### config.mk
export PLATFORM = sky130hd
export DESIGN_NAME = rat_alu_seq_flat
export DESIGN_NICKNAME = d
export VERILOG_FILES = /design/src/rtl/rat_alu_seq_if.sv /design/src/rtl/rat_alu_seq.sv /design/src/flat_wrapper.sv
export SDC_FILE = /design/constraint.sdc
export NUM_CORES = 1
export LEC_CHECK = 0
export CORE_MARGIN = 2
export CORE_UTILIZATION = 25
export CTS_CLUSTER_SIZE = 30
export DETAILED_ROUTE_END_ITERATION = 12
export MAX_ROUTING_LAYER = met4
export PLACE_DENSITY = 0.53
export SLEW_MARGIN = 20
export SYNTH_ARGS = -nofsm -noshare
export SYNTH_HDL_FRONTEND = slang
export SYNTH_SLANG_ARGS = --single-unit
### constraint.sdc
create_clock -name CLK -period 3.5 [get_ports CLK]
set_input_delay 0.525 -clock CLK [delete_from_list [all_inputs] [get_ports CLK]]
set_output_delay 0.525 -clock CLK [all_outputs]
set_load 0.05 [all_outputs]
### src/rtl/rat_alu_seq_if.sv
// Operand/result bundle for rat_alu_seq: the request side (START, SEL, A, B, CIN)
// and the registered completion side (RESULT, RESULT_HI, C, Z, BUSY, DONE).
interface rat_alu_seq_if #(
   parameter int WIDTH = 8
);
   logic             START;
   logic [4:0]       SEL;
   logic [WIDTH-1:0] A;
   logic [WIDTH-1:0] B;
   logic             CIN;
   logic [WIDTH-1:0] RESULT;
   logic [WIDTH-1:0] RESULT_HI;
   logic             C;
   logic             Z;
   logic             BUSY;
   logic             DONE;

   modport master (
      output START, SEL, A, B, CIN,
      input  RESULT, RESULT_HI, C, Z, BUSY, DONE
   );

   modport slave (
      input  START, SEL, A, B, CIN,
      output RESULT, RESULT_HI, C, Z, BUSY, DONE
   );
endinterface

### src/rtl/rat_alu_seq.sv
// Registered RAT ALU: 15 single-cycle ops plus multi-cycle unsigned MUL (shift-add)
// and DIV (restoring). The divider is built only when RAT_ALU_DIV_EN is defined.
module rat_alu_seq #(
   parameter int WIDTH = 8,
   parameter int CNT_W = $clog2(WIDTH + 1)
) (
   input  logic         CLK,
   input  logic         RST,
   rat_alu_seq_if.slave bus
);
   typedef enum logic [1:0] {S_IDLE, S_RUN, S_FIN} state_t;

   state_t           state_q, state_d;
   logic [CNT_W-1:0] cnt_q, cnt_d;
   logic [WIDTH-1:0] opnd_q, opnd_d;   // multiplicand or divisor
   logic [WIDTH-1:0] acc_q, acc_d;     // product high half or partial remainder
   logic [WIDTH-1:0] lo_q, lo_d;       // multiplier/product low half or dividend/quotient
   logic [WIDTH-1:0] result_q, result_d;
   logic [WIDTH-1:0] result_hi_q, result_hi_d;
   logic             c_q, c_d;
   logic             z_q, z_d;
   logic             busy_q, busy_d;
   logic             done_q, done_d;
`ifdef RAT_ALU_DIV_EN
   logic             div_q, div_d;
`endif

   logic [WIDTH:0]   add_s, sub_s, mul_s;
   logic [WIDTH-1:0] alu_res, acc_n, lo_n;
   logic             alu_c, cin_m;

   // Single-cycle datapath, evaluated on the live operands.
   always_comb begin
      cin_m = ((bus.SEL == 5'd1) || (bus.SEL == 5'd3)) ? bus.CIN : 1'b0;
      add_s = {1'b0, bus.A} + {1'b0, bus.B} + {{WIDTH{1'b0}}, cin_m};
      sub_s = {1'b0, bus.A} - {1'b0, bus.B} - {{WIDTH{1'b0}}, cin_m};
      alu_res = '0;
      alu_c   = 1'b0;
      case (bus.SEL)
         5'd0, 5'd1:        begin alu_res = add_s[WIDTH-1:0]; alu_c = add_s[WIDTH]; end
         5'd2, 5'd3, 5'd4:  begin alu_res = sub_s[WIDTH-1:0]; alu_c = sub_s[WIDTH]; end
         5'd5, 5'd8:        alu_res = bus.A & bus.B;
         5'd6:              alu_res = bus.A | bus.B;
         5'd7:              alu_res = bus.A ^ bus.B;
         5'd9:  begin alu_res = {bus.A[WIDTH-2:0], bus.CIN};      alu_c = bus.A[WIDTH-1]; end
         5'd10: begin alu_res = {bus.CIN, bus.A[WIDTH-1:1]};      alu_c = bus.A[0]; end
         5'd11: begin alu_res = {bus.A[WIDTH-2:0], bus.A[WIDTH-1]}; alu_c = bus.A[WIDTH-1]; end
         5'd12: begin alu_res = {bus.A[0], bus.A[WIDTH-1:1]};     alu_c = bus.A[0]; end
         5'd13: begin alu_res = {bus.A[WIDTH-1], bus.A[WIDTH-1:1]}; alu_c = bus.A[0]; end
         5'd14:             alu_res = bus.B;
         default: begin alu_res = '0; alu_c = 1'b0; end
      endcase
   end

   // One iteration of the multi-cycle datapath.
   always_comb begin
      mul_s = lo_q[0] ? ({1'b0, acc_q} + {1'b0, opnd_q}) : {1'b0, acc_q};
      acc_n = mul_s[WIDTH:1];
      lo_n  = {mul_s[0], lo_q[WIDTH-1:1]};
`ifdef RAT_ALU_DIV_EN
      if (div_q) begin
         // Remainder stays below the divisor, so the W-bit difference is exact.
         if ({acc_q, lo_q[WIDTH-1]} >= {1'b0, opnd_q}) begin
            acc_n = {acc_q[WIDTH-2:0], lo_q[WIDTH-1]} - opnd_q;
            lo_n  = {lo_q[WIDTH-2:0], 1'b1};
         end else begin
            acc_n = {acc_q[WIDTH-2:0], lo_q[WIDTH-1]};
            lo_n  = {lo_q[WIDTH-2:0], 1'b0};
         end
      end
`endif
   end

   always_comb begin
      state_d     = state_q;
      cnt_d       = cnt_q;
      opnd_d      = opnd_q;
      acc_d       = acc_q;
      lo_d        = lo_q;
      result_d    = result_q;
      result_hi_d = result_hi_q;
      c_d         = c_q;
      z_d         = z_q;
      busy_d      = busy_q;
      done_d      = 1'b0;
`ifdef RAT_ALU_DIV_EN
      div_d       = div_q;
`endif
      case (state_q)
         S_IDLE: begin
            if (bus.START) begin
               if (bus.SEL == 5'd15) begin
                  opnd_d  = bus.A;
                  lo_d    = bus.B;
                  acc_d   = '0;
                  cnt_d   = CNT_W'(WIDTH);
                  busy_d  = 1'b1;
                  state_d = S_RUN;
`ifdef RAT_ALU_DIV_EN
                  div_d   = 1'b0;
               end else if (bus.SEL == 5'd16 && bus.B != '0) begin
                  opnd_d  = bus.B;
                  lo_d    = bus.A;
                  acc_d   = '0;
                  cnt_d   = CNT_W'(WIDTH);
                  busy_d  = 1'b1;
                  div_d   = 1'b1;
                  state_d = S_RUN;
               end else if (bus.SEL == 5'd16) begin
                  result_d    = '1;
                  result_hi_d = bus.A;
                  c_d         = 1'b1;
                  z_d         = 1'b0;
                  done_d      = 1'b1;
`endif
               end else begin
                  result_d    = alu_res;
                  result_hi_d = '0;
                  c_d         = alu_c;
                  z_d         = (alu_res == '0);
                  done_d      = 1'b1;
               end
            end
         end
         S_RUN: begin
            acc_d = acc_n;
            lo_d  = lo_n;
            cnt_d = cnt_q - CNT_W'(1);
            // Last bit: publish on this edge so DONE lands WIDTH+1 cycles after START.
            if (cnt_q == CNT_W'(1)) begin
               state_d     = S_FIN;
               result_d    = lo_n;
               result_hi_d = acc_n;
               c_d         = (acc_n != '0);
               z_d         = (acc_n == '0) && (lo_n == '0);
               done_d      = 1'b1;
`ifdef RAT_ALU_DIV_EN
               if (div_q) begin
                  c_d = 1'b0;
                  z_d = (lo_n == '0);
               end
`endif
            end
         end
         S_FIN: begin
            busy_d  = 1'b0;
            state_d = S_IDLE;
         end
         default: begin
            busy_d  = 1'b0;
            state_d = S_IDLE;
         end
      endcase
   end

   always_ff @(posedge CLK or posedge RST) begin
      if (RST) begin
         state_q     <= S_IDLE;
         cnt_q       <= '0;
         opnd_q      <= '0;
         acc_q       <= '0;
         lo_q        <= '0;
         result_q    <= '0;
         result_hi_q <= '0;
         c_q         <= 1'b0;
         z_q         <= 1'b0;
         busy_q      <= 1'b0;
         done_q      <= 1'b0;
`ifdef RAT_ALU_DIV_EN
         div_q       <= 1'b0;
`endif
      end else begin
         state_q     <= state_d;
         cnt_q       <= cnt_d;
         opnd_q      <= opnd_d;
         acc_q       <= acc_d;
         lo_q        <= lo_d;
         result_q    <= result_d;
         result_hi_q <= result_hi_d;
         c_q         <= c_d;
         z_q         <= z_d;
         busy_q      <= busy_d;
         done_q      <= done_d;
`ifdef RAT_ALU_DIV_EN
         div_q       <= div_d;
`endif
      end
   end

   assign bus.RESULT    = result_q;
   assign bus.RESULT_HI = result_hi_q;
   assign bus.C         = c_q;
   assign bus.Z         = z_q;
   assign bus.BUSY      = busy_q;
   assign bus.DONE      = done_q;
endmodule

### src/flat_wrapper.sv
// flat-port wrapper written by rule: the top's interface ports become plain ports
module rat_alu_seq_flat 
#(
   parameter int WIDTH = 8,
   parameter int CNT_W = $clog2(WIDTH + 1)
)
  (CLK, RST, bus_START, bus_SEL, bus_A, bus_B, bus_CIN, bus_RESULT, bus_RESULT_HI, bus_C, bus_Z, bus_BUSY, bus_DONE);
  rat_alu_seq_if #(.WIDTH(WIDTH)) bus_i ();
  input  logic CLK;
  input  logic RST;
  input wire logic [$bits(bus_i.START)-1:0] bus_START;
  input wire logic [$bits(bus_i.SEL)-1:0] bus_SEL;
  input wire logic [$bits(bus_i.A)-1:0] bus_A;
  input wire logic [$bits(bus_i.B)-1:0] bus_B;
  input wire logic [$bits(bus_i.CIN)-1:0] bus_CIN;
  output wire logic [$bits(bus_i.RESULT)-1:0] bus_RESULT;
  output wire logic [$bits(bus_i.RESULT_HI)-1:0] bus_RESULT_HI;
  output wire logic [$bits(bus_i.C)-1:0] bus_C;
  output wire logic [$bits(bus_i.Z)-1:0] bus_Z;
  output wire logic [$bits(bus_i.BUSY)-1:0] bus_BUSY;
  output wire logic [$bits(bus_i.DONE)-1:0] bus_DONE;
  assign bus_i.START = bus_START;
  assign bus_i.SEL = bus_SEL;
  assign bus_i.A = bus_A;
  assign bus_i.B = bus_B;
  assign bus_i.CIN = bus_CIN;
  assign bus_RESULT = bus_i.RESULT;
  assign bus_RESULT_HI = bus_i.RESULT_HI;
  assign bus_C = bus_i.C;
  assign bus_Z = bus_i.Z;
  assign bus_BUSY = bus_i.BUSY;
  assign bus_DONE = bus_i.DONE;
  rat_alu_seq #(.WIDTH(WIDTH), .CNT_W(CNT_W)) u_core (.CLK(CLK), .RST(RST), .bus(bus_i));
endmodule
# Word-level counts from Yosys, hierarchy flattened
# Cells that the tools add are included.
# W data, S select, Z words.
# word_totals
inputBits	25
regBits	50
# classes
mux	40
add_sub_neg	6
bitwise_logic	4
n_eq_ne	21
n_reduce_logical	19
# op_table
cell	n
$pmux W8 S11	1
$mux W8	10
$pmux W8 S2	4
$eq A5 B4 Y1 const B	8
$logic_not A8 Y1	3
$eq A5 B3 Y1 const B	4
$add A8 B8 Y9	2
$mux W1	12
$reduce_and A3 Y1	4
$eq A5 B2 Y1 const B	2
$add A9 B1 Y9	1
$mux W9	1
$sub A8 B8 Y9	1
$sub A9 B1 Y9	1
$and A8 B8 Y8	1
$mux W4	2
$or A8 B8 Y8	1
$pmux W1 S2	4
$pmux W4 S2	1
$reduce_bool A8 Y1	1
$xor A8 B8 Y8	1
$mux W2	3
$reduce_or A2 Y1	3
$reduce_or A3 Y1	2
other kinds (15)	17

# Longest topological paths before layout
# logic_depth
word_depth	9
depth_mapped	14
depth_no_buf	13

# Least setup slack after synthesis
# Ideal clock, no wire load.
# synth_path
path_type	input -> register
startpoint	input port bus_SEL[4]
endpoint	register u_core.result_q[6], in the netlist u_core.bus.RESULT[6]
arrival_time_ns	2.897
slack_ns	0.484
n_path_buf	1
setup_time_ns	0.118
stages	11
path_cell_list	buf_2 -> nor2b_1 -> nand3_1 -> fa_1 -> fa_1 -> o21a_1 -> o22ai_1 -> xnor2_1 -> a221oi_1 -> a211oi_1 -> a21o_1
# synth_between
elab_chain_cells	8
# synth_rtl
element	line_no	rtl
start: declaration	flat_wrapper.sv:12	input wire logic [$bits(bus_i.SEL)-1:0] bus_SEL;
$eq A5 B1 Y1 / $eq A5 B2 Y1 (equally long branches)	rat_alu_seq.sv:34, rat_alu_seq.sv:39	
$logic_or A1 B1 Y1	rat_alu_seq.sv:34	cin_m = ((bus.SEL == 5'd1) || (bus.SEL == 5'd3)) ? bus.CIN : 1'b0;
$mux W1	rat_alu_seq.sv:34	
$sub A9 B1 Y9 / $add A9 B1 Y9 (equally long branches)	rat_alu_seq.sv:36, rat_alu_seq.sv:35	
$pmux W8 S11	rat_alu_seq.sv:39	case (bus.SEL)
$mux W8	rat_alu_seq.sv:92	if (bus.SEL == 5'd15) begin
$mux W8	rat_alu_seq.sv:91	if (bus.START) begin
$pmux W8 S2	rat_alu_seq.sv:89	case (state_q)
end signal: assignment	rat_alu_seq.sv:178	result_q <= result_d;
end: declaration	rat_alu_seq.sv:18	logic [WIDTH-1:0] result_q, result_d;
# Several ways; a longest one is shown, not always the timed one. The select of a mux whose other input is x is not followed.
# A chain may end at the register's enable or synchronous reset.

# Final worst setup path
# layout_path
startpoint	input port bus_SEL[0]
endpoint	register u_core.z_q, in the netlist u_core.bus.Z
# layout_between
elab_chain_cells	9
# layout_rtl
element	line_no	rtl
$eq A5 B1 Y1 / $eq A5 B2 Y1 (equally long branches)	rat_alu_seq.sv:34, rat_alu_seq.sv:39	
$logic_or A1 B1 Y1	rat_alu_seq.sv:34	
$mux W1	rat_alu_seq.sv:34	
$sub A9 B1 Y9 / $add A9 B1 Y9 (equally long branches)	rat_alu_seq.sv:36, rat_alu_seq.sv:35	
$pmux W8 S11	rat_alu_seq.sv:39	
$logic_not A8 Y1	rat_alu_seq.sv:120	z_d = (alu_res == '0);
$mux W1	rat_alu_seq.sv:92	
$mux W1	rat_alu_seq.sv:91	
$pmux W1 S2	rat_alu_seq.sv:89	
end signal: assignment	rat_alu_seq.sv:181	z_q <= z_d;
end: declaration	rat_alu_seq.sv:21	logic z_q, z_d;
# Several ways; a longest one is shown, not always the timed one. The select of a mux whose other input is x is not followed.

==> impl_metrics.env <==
export IMPL_syn_area_sq_um=4140
export IMPL_yosysUniqueCellTypes=71
export IMPL_cp_required_ns=3.72
export IMPL_hold_start="u_core.bus.RESULT_HI[0]$_DFFE_PP0P_"
export IMPL_grt_pass1_wl_microns=20500
export IMPL_worstMarginPinSlew_ns=0.880
export IMPL_num_rows=47
export IMPL_pre_cts_slack_ns=-0.131
export IMPL_timing_rr_end="u_core.bus.C$_DFFE_PP0P_"
export IMPL_drv_slew=0
export IMPL_viasPerCell=4.98
export IMPL_cts_buffers=5
export IMPL_crit_family="simple AND/OR/NAND/NOR gates"
export IMPL_cts_root_buf="clkbuf_16"
export IMPL_place_hpwl_microns=9950
export IMPL_fin_crit_sh=0.944
export IMPL_finalWorstSetupSlack_ns=0.195
export IMPL_drtIter0Drc=253
export IMPL_critical_path_class="in -> reg"
export IMPL_synth_warnings=0
export IMPL_core_area_sq_um=16400
export IMPL_power_density_nw_per_um2=524
export IMPL_syn_area_per_cell_sq_um=8.52
export IMPL_yosysSeqAreaShare=0.302
export IMPL_die_height_microns=133
export IMPL_cp_end_kind="flop"
export IMPL_clkLatencyLatePin_ns=0.28
export IMPL_finClkSkew_ns=0.00497
export IMPL_timing_rr_start="u_core.acc_q[0]$_DFFE_PP0P_"
export IMPL_cts_tree="yes"
export IMPL_synth_edf_count=0
export IMPL_worstPathCellList="clkdlybuf4s50_1 > nor2b_1 > nand3_1 > fa_1 > fa_1 > o21a_1 > or3_1 > nand3_1 > o2111ai_1 > nor4_1 > nand4_1 > o21ai_1"
export IMPL_fin_total_pwr_mw=2.69
export IMPL_clock_sinks=50
export IMPL_drc=0
export IMPL_syn_nets=556
export IMPL_rr_worst_depth=9
export IMPL_tns_ns=0
export IMPL_ant_nets=0
export IMPL_setup_viol=0
export IMPL_portBuffers=44
export IMPL_track_usage=0.148
export IMPL_start_util=0.252
export IMPL_gp_congestion=0.896
export IMPL_dr_pass1_iters=5
export IMPL_antenna_found_initial=1
export IMPL_die_area_sq_um=17600
export IMPL_nNetsFinal=611
export IMPL_max_freq_mhz=303
export IMPL_status="finished, final reports clean"
export IMPL_crit_arrival_ns=3.52
export IMPL_synth_cells=486
export IMPL_syn_to_final_growth_pct=24.1
export IMPL_clkSlewWorstSetupHoldPaths_ns=0.07
export IMPL_layout_drive_gt1_share=0.0959
export IMPL_path_max_fanout=3
export IMPL_min_path_cells=2
export IMPL_routedWlPerCell_microns=16.5
export IMPL_grt_pass1_vias=3868
export IMPL_slew_headroom=0.413
export IMPL_grt_max_degree=51
export IMPL_hold_viol_final=0
export IMPL_routed_wl_microns=12600
export IMPL_die_width_microns=133
export IMPL_async_flop_share=1.00
export IMPL_whs_endpoint="u_core.bus.RESULT_HI[0]$_DFFE_PP0P_"
export IMPL_io_pins=45
export IMPL_grt_overflow_total=0
export IMPL_reg2reg_slack_ns=0.57
export IMPL_worstSetupStartpointType="primary input"
export IMPL_htree_num_levels=2
export IMPL_vias=3798
export IMPL_critical_path_max_stage_delay_ns=0.47
export IMPL_finalCriticalPeriod_ns=3.30
export IMPL_cpMaxStageDelayCell="clkdlybuf4s50_1"
export IMPL_ir_drop_uv=296
export IMPL_postCtsSetupRepairBufs=0
export IMPL_rsz0062_at_grt="false"
export IMPL_maxCapViolCount=0
export IMPL_path_buf_inv=1
export IMPL_synth_seq_cells=50
export IMPL_p_leak_nw=2.29
export IMPL_min_path_type="reg -> reg"
export IMPL_clk_path_buf_depth=2
export IMPL_synthFlopType="dfrtp_1"
repair_timing:
item                       in CTS  in global routing
hold buffers                    0                  0
resized for setup               0                  2
setup endpoints to repair       0                  2
sequential cells by signal (all words and copies together) (netlist names):
signal and cells:
u_core.state_q 2, u_core.acc_q 8, u_core.bus.RESULT_HI 8, u_core.bus.Z 1, u_core.bus.RESULT 8, u_core.bus.C 1, u_core.lo_q 8, u_core.cnt_q 4
u_core.opnd_q 8, u_core.bus.BUSY 1, u_core.bus.DONE 1
logic make-up after synthesis:
kind of cell | count (synthesis) | share of synthesized area
compound gates | 140 | 0.238
xor+xnor | 14 | 0.0296
fa+ha+maj | 45 | 0.145
buf+inv | 59 | 0.0568
flops | 50 | 0.302
mux | 6 | 0.0148
simple gates | 172 | 0.213
per-layer routing:
| layer | vias up | wire [microns] | global-route usage |
|---|---|---|---|
| met2 | 117 | 5820 | 0.235 |
| met5 | - | 0 | - |
| li1 | 1866 | - | - |
| met4 | 0 | 229 | 0.0418 |
| met3 | 20 | 540 | 0.0207 |
| met1 | 1795 | 5990 | 0.198 |
worst max path at each step:
stage	from	endpoint	depth (start not counted)	slack (ns)
detailed placement	bus_SEL[0]	u_core.bus.RESULT[6]$_DFFE_PP0P_	11	-0.13
global placement	bus_SEL[0]	u_core.bus.RESULT[6]$_DFFE_PP0P_	11	-0.009
finish	bus_SEL[0]	u_core.bus.Z$_DFFE_PP0P_	12	0.20
CTS	bus_SEL[0]	u_core.bus.RESULT[6]$_DFFE_PP0P_	11	0.16
floorplan	bus_SEL[4]	u_core.bus.RESULT[6]$_DFFE_PP0P_	11	0.48
global route	bus_SEL[0]	u_core.bus.Z$_DFFE_PP0P_	12	0.02
synthesized netlist by cell type, types with 6 or more instances:
cell type	count	area, sq um
nor2_1	32	120
nand3_1	8	40.0
ha_1	40	500
nand4_1	6	37.5
nand3b_1	6	45.0
xor2_1	8	70.1
a21oi_1	18	90.1
inv_1	34	128
o31ai_1	8	60.1
clkbuf_1	15	56.3
o31a_1	8	70.1
a22oi_1	7	52.6
a21o_1	7	52.6
buf_2	8	40.0
a211oi_1	6	45.0
nor3_1	7	35.0
nand2_1	67	251
dfrtp_1	50	1250
or3_1	6	37.5
xnor2_1	6	52.6
o21ai_0	34	170
final cells by class:
| class | count | area, sq um |
|---|---|---|
| fill | 1715 | 11300 |
| multi-input combinational | 377 | 2660 |
| sequential | 50 | 1250 |
| timing repair buffer | 73 | 658 |
| tap | 220 | 275 |
| clock buffer | 7 | 133 |
| inverter | 34 | 129 |
| clock inverter | 1 | 30.0 |
| antenna | 1 | 2.50 |
cell usage in the layout (no fill, tap or decap), drive strengths merged, types with 4 or more instances in the layout:
master	instances
nand2b	5
nand4	6
nor2	32
nor4	5
fa	5
xnor2	6
xor2	8
a21o	8
o31ai	8
a22oi	7
o21ai	36
a31oi	4
o211ai	4
clkbuf	7
buf	29
inv	33
dfrtp	50
o21a	4
nand3	8
clkdlybuf4s50	44
or3	6
a221oi	5
a211oi	8
nand2	67
nor3	8
a2bb2oi	4
nor2b	5
a211o	4
nand3b	6
ha	40
and3	5
mux2i	5
o31a	8
a21oi	19
o22ai	5
power by group:
group / leakage, nW / internal [mW] / switching, mW
Clock: 0.0781 / 0.338 / 0.208
Combinational: 1.56 / 0.510 / 0.705
Sequential: 0.652 / 0.741 / 0.189
Total: 2.29 / 1.59 / 1.10
per-stage QoR:
step | util | instances | area [sq um] | hold slack, ns
2_1_floorplan | - | 486 | 4140 | 0.454
3_3_place_gp | 0.303 | 754 | 4970 | 0.463
3_5_place_dp | 0.303 | 754 | 4970 | 0.463
4_1_cts | 0.313 | 762 | 5130 | 0.480
5_1_grt | 0.313 | 763 | 5140 | 0.523
6_report | 0.313 | 763 | 5140 | 0.474
worst min-delay path, delay by kind of cell, from the launching register on:
family | cells | cell delay (ns)
and+or+nand+nor | 2 | 0.10
DFF | 1 | 0.34
(Power assumes the default switching activity.)
